--- src/rtl/sseg_scan_driver_if.sv ---
// Display-side bundle: digit/dp/blank inputs in, anode/segment drive out.
// master feeds digits and watches the display; slave is the scan driver.
interface sseg_scan_driver_if;
  logic [3:0] digits_in [3:0];
  logic [3:0] dp_in;
  logic       blank_en;
  logic [3:0] an;
  logic [7:0] sseg;
  logic       frame_tick;

  modport master (
    output digits_in, dp_in, blank_en,
    input  an, sseg, frame_tick
  );

  modport slave (
    input  digits_in, dp_in, blank_en,
    output an, sseg, frame_tick
  );
endinterface

--- src/rtl/sseg_scan_driver.sv ---
// 4-digit multiplexed seven-segment scanner with dead time between digits.
// Ports: clk, reset (async active-low), bus (slave): digits/dp/blank in; an/sseg/frame_tick out.
module sseg_scan_driver #(
  parameter int DIGIT_CYCLES = 100000,
  parameter int DEAD_CYCLES  = 1000,
  parameter int CNT_WIDTH    = 17
) (
  input  logic                 clk,
  input  logic                 reset,
  sseg_scan_driver_if.slave    bus
);

  localparam logic [CNT_WIDTH-1:0] DEAD_LAST = CNT_WIDTH'(DEAD_CYCLES - 1);
  localparam logic [CNT_WIDTH-1:0] ON_LAST   = CNT_WIDTH'(DIGIT_CYCLES - 1);

  typedef enum logic {DEAD, ON} state_t;

  state_t               state_q, state_d;
  logic [1:0]           idx_q, idx_d;
  logic [CNT_WIDTH-1:0] cnt_q, cnt_d;
  logic [3:0]           an_q, an_d;
  logic [7:0]           sseg_q, sseg_d;
  logic                 tick_q, tick_d;
  logic                 pend_q;
  logic                 load;
  logic [3:0]           sh_dig [4];
  logic [3:0]           sh_dp;
  logic [3:0]           cur_dig;
  logic                 cur_dp;

  function automatic logic [6:0] seg7(input logic [3:0] v, input logic blank);
    logic [6:0] s;
    s = 7'h7F;
    unique case (v)
      4'h0: s = 7'b1000000;
      4'h1: s = 7'b1111001;
      4'h2: s = 7'b0100100;
      4'h3: s = 7'b0110000;
      4'h4: s = 7'b0011001;
      4'h5: s = 7'b0010010;
      4'h6: s = 7'b0000010;
      4'h7: s = 7'b1111000;
      4'h8: s = 7'b0000000;
      4'h9: s = 7'b0010000;
      4'hA: s = 7'b0001000;
      4'hB: s = 7'b0000011;
      4'hC: s = 7'b1000110;
      4'hD: s = 7'b0100001;
      4'hE: s = 7'b0000110;
      4'hF: s = 7'b0001110;
    endcase
    if (blank && v > 4'd9) s = 7'h7F;
    return s;
  endfunction

  // While the first snapshot is still pending the shadow is stale, so
  // look through to the inputs that are about to be captured.
  always_comb begin
    cur_dig = sh_dig[idx_q];
    cur_dp  = sh_dp[idx_q];
    if (pend_q) begin
      cur_dig = bus.digits_in[idx_q];
      cur_dp  = bus.dp_in[idx_q];
    end
  end

  always_comb begin
    state_d = state_q;
    idx_d   = idx_q;
    cnt_d   = cnt_q + CNT_WIDTH'(1);
    an_d    = an_q;
    sseg_d  = sseg_q;
    tick_d  = 1'b0;
    load    = pend_q;
    unique case (state_q)
      DEAD: begin
        if (cnt_q == DEAD_LAST) begin
          state_d = ON;
          cnt_d   = '0;
          an_d    = ~(4'b0001 << idx_q);
          sseg_d  = {~cur_dp, seg7(cur_dig, bus.blank_en)};
        end
      end
      ON: begin
        if (cnt_q == ON_LAST) begin
          state_d = DEAD;
          cnt_d   = '0;
          idx_d   = idx_q + 2'd1;
          an_d    = 4'hF;
          sseg_d  = 8'hFF;
          if (idx_q == 2'd3) begin
            tick_d = 1'b1;
            load   = 1'b1;
          end
        end
      end
    endcase
  end

  always_ff @(posedge clk or negedge reset) begin
    if (!reset) begin
      state_q <= DEAD;
      idx_q   <= '0;
      cnt_q   <= '0;
      an_q    <= 4'hF;
      sseg_q  <= 8'hFF;
      tick_q  <= 1'b0;
      pend_q  <= 1'b1;
      sh_dp   <= '0;
      for (int i = 0; i < 4; i++) sh_dig[i] <= '0;
    end else begin
      state_q <= state_d;
      idx_q   <= idx_d;
      cnt_q   <= cnt_d;
      an_q    <= an_d;
      sseg_q  <= sseg_d;
      tick_q  <= tick_d;
      pend_q  <= 1'b0;
      if (load) begin
        sh_dp <= bus.dp_in;
        for (int i = 0; i < 4; i++) sh_dig[i] <= bus.digits_in[i];
      end
    end
  end

  assign bus.an         = an_q;
  assign bus.sseg       = sseg_q;
  assign bus.frame_tick = tick_q;

endmodule

--- src/flat_wrapper.sv ---
// flat-port wrapper written by rule: the top's interface ports become plain ports
module sseg_scan_driver_flat 
#(
  parameter int DIGIT_CYCLES = 100000,
  parameter int DEAD_CYCLES  = 1000,
  parameter int CNT_WIDTH    = 17
)
  (clk, reset, bus_digits_in, bus_dp_in, bus_blank_en, bus_an, bus_sseg, bus_frame_tick);
  sseg_scan_driver_if bus_i ();
  input  logic clk;
  input  logic reset;
  input wire logic [$bits(bus_i.digits_in)-1:0] bus_digits_in;
  input wire logic [$bits(bus_i.dp_in)-1:0] bus_dp_in;
  input wire logic [$bits(bus_i.blank_en)-1:0] bus_blank_en;
  output wire logic [$bits(bus_i.an)-1:0] bus_an;
  output wire logic [$bits(bus_i.sseg)-1:0] bus_sseg;
  output wire logic [$bits(bus_i.frame_tick)-1:0] bus_frame_tick;
  assign bus_i.digits_in = {>>{bus_digits_in}};
  assign bus_i.dp_in = bus_dp_in;
  assign bus_i.blank_en = bus_blank_en;
  assign bus_an = bus_i.an;
  assign bus_sseg = bus_i.sseg;
  assign bus_frame_tick = bus_i.frame_tick;
  sseg_scan_driver #(.DIGIT_CYCLES(DIGIT_CYCLES), .DEAD_CYCLES(DEAD_CYCLES), .CNT_WIDTH(CNT_WIDTH)) u_core (.clk(clk), .reset(reset), .bus(bus_i));
endmodule
--- config.mk ---
export PLATFORM = sky130hd
export DESIGN_NAME = sseg_scan_driver_flat
export DESIGN_NICKNAME = d
export VERILOG_FILES = /design/src/rtl/sseg_scan_driver_if.sv /design/src/rtl/sseg_scan_driver.sv /design/src/flat_wrapper.sv
export SDC_FILE = /design/constraint.sdc
export NUM_CORES = 1
export LEC_CHECK = 0
export ABC_AREA = 1
export CORE_ASPECT_RATIO = 0.8
export CORE_MARGIN = 2
export CORE_UTILIZATION = 55
export DETAILED_ROUTE_END_ITERATION = 8
export MAX_ROUTING_LAYER = met4
export PLACE_DENSITY_LB_ADDON = 0.08
export SLEW_MARGIN = 20
export SYNTH_ARGS = -nofsm -noshare
export SYNTH_HDL_FRONTEND = slang
export SYNTH_SLANG_ARGS = --single-unit
--- constraint.sdc ---
create_clock -name clk -period 2.1 [get_ports clk]
set_input_delay 0.21 -clock clk [delete_from_list [all_inputs] [get_ports clk]]
set_output_delay 0.21 -clock clk [all_outputs]
set_load 0.1 [all_outputs]
Word-level counts from Yosys, hierarchy flattened --
Memories as Yosys holds them, arrays and structs flattened. Cells that the tools add are included.
Operators by class: add/subtract/negate cells 2, multipliers 0, divide/modulo/power cells 0, $lt $le $gt $ge 3, equal/unequal tests 5, shift-type cells 1, multiplexer cells 30, bitwise operators 4, reductions and logical operators 3
Operators with widths (number):
- $mux 17 | 2
- $pmux 17 s2 | 1
- $mux 4 | 6
- $add 17x1->17 const B | 1
- $eq 17x10->1 const B | 1
- $eq 17x17->1 const B | 1
- $bmux 4 s2 | 2
- $mux 8 | 2
- $pmux 8 s2 | 1
- $mux 1 | 11
- $pmux 4 s2 | 1
- $mux 7 | 1
- $bmux 1 s2 | 2
- $gt 4x4->1 const B | 1
- $not 4->4 | 1
- $reduce_and 2->1 | 2
- $shl 1x2->4 const A | 1
- $ge 3x3->1 const B | 1
- $lt 2x3->1 const B | 1
- $not 2->3 | 1
- $add 2x1->2 const B | 1
- $eq 2x2->1 const B | 1
- $ne 2x1->1 const B | 1
- $ne 2x2->1 const B | 1
- other kinds (3) | 4
Storage, ports and cells: bits in registers 54, bits in latches 0, memory bits (writable) 0, bits in read-only memories 112, output and inout bits 13, word-level logic and storage cells 61, memories 1
Memories:
- (no name shown) | words 16, bits a word 7, read ports 1, clocked after memory_dff 0, wr ports 0, RTL line sseg_scan_driver.sv:34 | unique case (v)

Logic depth before layout (Yosys ltp) --
depth in word-level cells 10, mapped depth 17

Worst setup path before layout --
Ideal clock, no wire load.
kind flip-flop to flip-flop, from register u_core.idx_q[1], to register u_core.sseg_q[4] (netlist: u_core.bus.sseg[4]), arrival 1.874 ns, required time 2.039 ns, slack 0.165 ns, cell stages (with the launch flop) 17, path buffers 2, cells stage by stage dfrtp_1 > buf_4 > inv_1 > buf_2 > nand3_1 > nand2_1 > nand2_1 > nand2_2 > inv_1 > ha_1 > o21ai_2 > nand2_2 > nand2_4 > inv_2 > nand2_1 > nand2_1 > nand2_1
Between the ends: cells in the longest elaborated chain, start to end 10, elaborated cells on any way between the ends 13, those cells by class order compare: 1; mux: 9; bitwise: 1; reduce/logical: 1; memory: 1
Ends and longest elaborated chain:
- start, declared | RTL line sseg_scan_driver.sv:19 | logic [1:0] idx_q, idx_d;
- start signal, assigned | RTL line sseg_scan_driver.sv:113 | idx_q <= idx_d;
- $not 2->3 (implied by the code) | RTL line sseg_scan_driver.sv:59 | cur_dig = sh_dig[idx_q];
- $bmux 4 s2 | RTL line sseg_scan_driver.sv:59
- $mux 4 (implied by the code) (2 in series) | RTL line sseg_scan_driver.sv:59
- $mux 4 * | RTL line sseg_scan_driver.sv:61 | if (pend_q) begin
- $gt 4x4->1 | RTL line sseg_scan_driver.sv:52 | if (blank && v > 4'd9) s = 7'h7F;
- $logic_and 1x1->1 | RTL line sseg_scan_driver.sv:52
- $mux 7 * | RTL line sseg_scan_driver.sv:52
- $mux 8 * | RTL line sseg_scan_driver.sv:77 | if (cnt_q == DEAD_LAST) begin
- $pmux 8 s2 * | RTL line sseg_scan_driver.sv:75 | unique case (state_q)
- end signal, assigned | RTL line sseg_scan_driver.sv:116 | sseg_q <= sseg_d;
- end, declared | RTL line sseg_scan_driver.sv:22 | logic [7:0] sseg_q, sseg_d;
Every way passes the cells marked *; elsewhere a longest branch is shown, timed or not. The select of a mux whose other input is x is not followed. A chain may end at the register's enable or synchronous reset.

Worst setup path after layout --
from register u_core.cnt_q[0], to register u_core.sh_dig[13] (netlist name)
Between the ends: cells in the longest elaborated chain, start to end 3
Ends and longest elaborated chain:
- start, declared | RTL line sseg_scan_driver.sv:20 | logic [CNT_WIDTH-1:0] cnt_q, cnt_d;
- start signal, assigned | RTL line sseg_scan_driver.sv:114 | cnt_q <= cnt_d;
- $eq 17x17->1 | RTL line sseg_scan_driver.sv:85 | if (cnt_q == ON_LAST) begin
- $mux 1 | RTL line sseg_scan_driver.sv:85
- $mux 1 | RTL line sseg_scan_driver.sv:75
- end, declared | RTL line sseg_scan_driver.sv:26 | logic [3:0] sh_dig [4];
Every way passes these cells.

==> results.sh <==
export IMPL_outcome="finished, final reports clean"
export IMPL_place_hpwl_um=5810
export IMPL_worstPathCellList="ha_1 > nand2_1 > nor2_4 > inv_2 > nor2_4 > nand4_4 > nand2_8 > nand2_1 > o21ai_1"
export IMPL_finalCritPeriodShare_pct=91.44
export IMPL_cp_depth=9
export IMPL_max_stage_delay_ns=0.40
export IMPL_dieArea_um2=6992
export IMPL_cts_clk_slew_worst_paths_ns=0.10
export IMPL_hold_viol_final=0
export IMPL_netlist_area_um2=3485
export IMPL_regToRegSetupSlack_ns=0.18
export IMPL_final_setup_tns_ns=0
export IMPL_overflow=0
export IMPL_p_leak_nw=2.039
export IMPL_tightest_slew_ns=0.5673
export IMPL_layout_drive_gt1_share_pct=20.89
export IMPL_antenna_found_initial=0
export IMPL_num_vias=2999
export IMPL_grt_max_degree=38
export IMPL_grt_pass1_vias=2806
export IMPL_syn_nets=485
export IMPL_holdWs_ns=0.3673
export IMPL_die_x_um=92.99
export IMPL_worstPathRequired_ns=2.34
export IMPL_skew_ns=0.005806
export IMPL_wirelength_um=7868
export IMPL_drv_slew=0
export IMPL_post_cts_setup_buffer_count=0
export IMPL_clk_latency_ns=0.31
export IMPL_final_util_pct=66.33
export IMPL_yosys_warnings=0
export IMPL_worst_setup_path_end_kind="register"
export IMPL_detail_route_antenna_nets=0
export IMPL_min_period_ns=1.920
export IMPL_startpoint="u_core.cnt_q[0]$_DFF_PN0_"
export IMPL_chipHeight_um=75.20
export IMPL_maxSlewHeadroom_pct=61.68
export IMPL_worstReg2RegStart="u_core.cnt_q[0]$_DFF_PN0_"
export IMPL_portBuffers=35
export IMPL_antenna_cells=0
export IMPL_startpoint_type="register"
export IMPL_cts_buffers=5
export IMPL_avgSynthCellArea_um2=7.744
export IMPL_htreeDepth=2
export IMPL_hold_path_class="in2async"
export IMPL_powerDensity_nw_per_um2=528.6
export IMPL_drtIter0Drc=231
export IMPL_cts_tree="built"
export IMPL_crit_fanout=37
export IMPL_fin_area_um2=3984
export IMPL_finalWeightedCongestion=0.9105
export IMPL_critPathTopFamily="simple AND/OR/NAND/NOR gates"
export IMPL_grt_use_total_pct=24.81
export IMPL_rows=25
export IMPL_fin_nets=527
export IMPL_cts_sinks=54
export IMPL_critPathSlowestCell="dfrtp_1"
export IMPL_r2r_cells=9
export IMPL_power_w=0.002106
export IMPL_netlist_instances=450
export IMPL_critical_path_arrival_ns=2.16
export IMPL_place_area_um2=3859
export IMPL_grt_pass1_wl_um=13170
export IMPL_clockRootBuffer="clkbuf_8"
export IMPL_crit_path_end="u_core.sh_dig[13]$_DFFE_PN0P_"
export IMPL_yosys_register_bits=54
export IMPL_rr_endpoint="u_core.sh_dig[13]$_DFFE_PN0P_"
export IMPL_drc_errors=0
export IMPL_post_drt_wl_per_cell_um=13.71
export IMPL_first_pass_iters=4
export IMPL_ys_types=38
export IMPL_area_growth_pct=14.33
export IMPL_ys_seq_area_share_pct=39.25
export IMPL_crit_buf_inv=1
export IMPL_clock_path_buffers=2
export IMPL_io_pins=36
export IMPL_initial_core_util_pct=58.02
export IMPL_max_cap_violations=0
export IMPL_final_setup_viol_count=0
export IMPL_crit_type="reg2reg"
export IMPL_rsz0062_at_grt="false"
export IMPL_core_area_um2=6006
export IMPL_vias_per_cell=5.225
export IMPL_fmax_ghz=0.5208
export IMPL_peakVddDrop_v=0.0002497
[power breakdown]
group | internal (W) | leakage, nW | total [W] | switching (W)
sequential | 0.00108 | 0.657 | 0.00109 | 0.0000140
combinational | 0.000120 | 1.33 | 0.000301 | 0.000181
clock | 0.000357 | 0.0514 | 0.000715 | 0.000358
[worst min path at each step]
stage / startpoint / endpoint / slack, ns / cells after the start
detailed placement: reset / u_core.sh_dig[3]$_DFFE_PN0P_ / 0.18 / 1
floorplan: reset / u_core.bus.frame_tick$_DFF_PN0_ / -0.09 / 0
CTS: reset / u_core.sh_dig[3]$_DFFE_PN0P_ / 0.38 / 2
global route: reset / u_core.sh_dig[3]$_DFFE_PN0P_ / 0.41 / 2
global placement: reset / u_core.sh_dig[11]$_DFFE_PN0P_ / 0.18 / 1
finish: reset / u_core.sh_dig[3]$_DFFE_PN0P_ / 0.37 / 2
[layout make-up]
class | instances | area (µm²)
Multi-Input combinational cell | 307 | 1704
Clock inverter | 2 | 37.54
Timing Repair Buffer | 48 | 412.9
Clock buffer | 6 | 72.57
Inverter | 76 | 287.8
Fill cell | 511 | 2022
Sequential cell | 54 | 1368
Tap cell | 81 | 101.3
[logic make-up (layout without fill, tap and decap cells)]
logic type / count (synthesis) / in the layout / share of synthesized area, %
and+or+nand+nor: 241 / 241 / 34.00
adders and majority gates: 12 / 12 / 4.309
buffers and inverters: 89 / 132 / 11.92
AOI/OAI and AO/OA: 43 / 43 / 7.900
xor gates and xnor gates: 10 / 10 / 2.514
DFF: 54 / 54 / 39.25
other: 1 / 1 / 0.1076
[flip-flops by register name (all words and copies together) (netlist names)]
name,flops
u_core.idx_q,2
u_core.sh_dp,4
u_core.sh_dig,16
u_core.cnt_q,17
u_core.state_q,1
u_core.bus.frame_tick,1
u_core.bus.an,4
u_core.bus.sseg,8
u_core.pend_q,1
[what timing repair did]
item,CTS,global route
endpoints found under the setup margin,0,2
hold buffers,1,0
endpoints found under the hold margin,17,0
gates resized for setup,0,3
[worst register-to-register path, stage by stage, from the launching register on]
cell,delay [ns]
dfrtp_1,0.40
ha_1,0.22
nand2_1,0.17
nor2_4,0.13
inv_2,0.07
nor2_4,0.16
nand4_4,0.20
nand2_8,0.30
nand2_1,0.12
o21ai_1,0.09
[cells in the final DEF, fill, tap and decap left out, drive strengths merged, types with 4 or more instances in the layout]
| master | count |
|---|---|
| clkdlybuf4s50 | 21 |
| nand3 | 44 |
| buf | 26 |
| o22ai | 5 |
| clkbuf | 6 |
| a21oi | 4 |
| ha | 12 |
| nor2 | 44 |
| nand2 | 130 |
| nand4 | 14 |
| nor3 | 7 |
| dfstp | 13 |
| o21ai | 30 |
| dfrtp | 41 |
| xor2 | 9 |
| inv | 76 |
[Yosys cell counts, drive strengths merged]
| master | n | share of area (%) |
|---|---|---|
| ha | 12 | 4.3 |
| nand2 | 130 | 16 |
| xnor2 | 1 | 0.25 |
| a211oi | 1 | 0.22 |
| a21oi | 4 | 0.57 |
| dfstp | 13 | 9.8 |
| o21bai | 1 | 0.22 |
| nand3b | 1 | 0.22 |
| nand4 | 14 | 3.4 |
| o22ai | 5 | 0.90 |
| xor2 | 9 | 2.3 |
| or2 | 1 | 0.18 |
| inv | 76 | 8.2 |
| nand3 | 44 | 6.9 |
| dfrtp | 41 | 29 |
| o41ai | 1 | 0.25 |
| nor2 | 44 | 5.5 |
| nor3 | 7 | 1.5 |
| o221ai | 1 | 0.25 |
| o21ai | 30 | 5.5 |
| conb | 1 | 0.11 |
| buf | 13 | 3.7 |
[metrics by stage]
stage,worst slack [ns],instances
after floorplan,0.1646,450
after global placement,0.1456,565
after detailed placement,0.07578,565
after CTS,0.1692,574
after global routing,0.02302,574
final,0.1798,574
[metal layers]
layer / global-route usage [%] / wire [µm]
met1: 35.41 / 3867
met2: 36.23 / 3354
met3: 4.605 / 541
met4: 7.353 / 104
met5: - / 0
(Power assumes the default switching activity.)
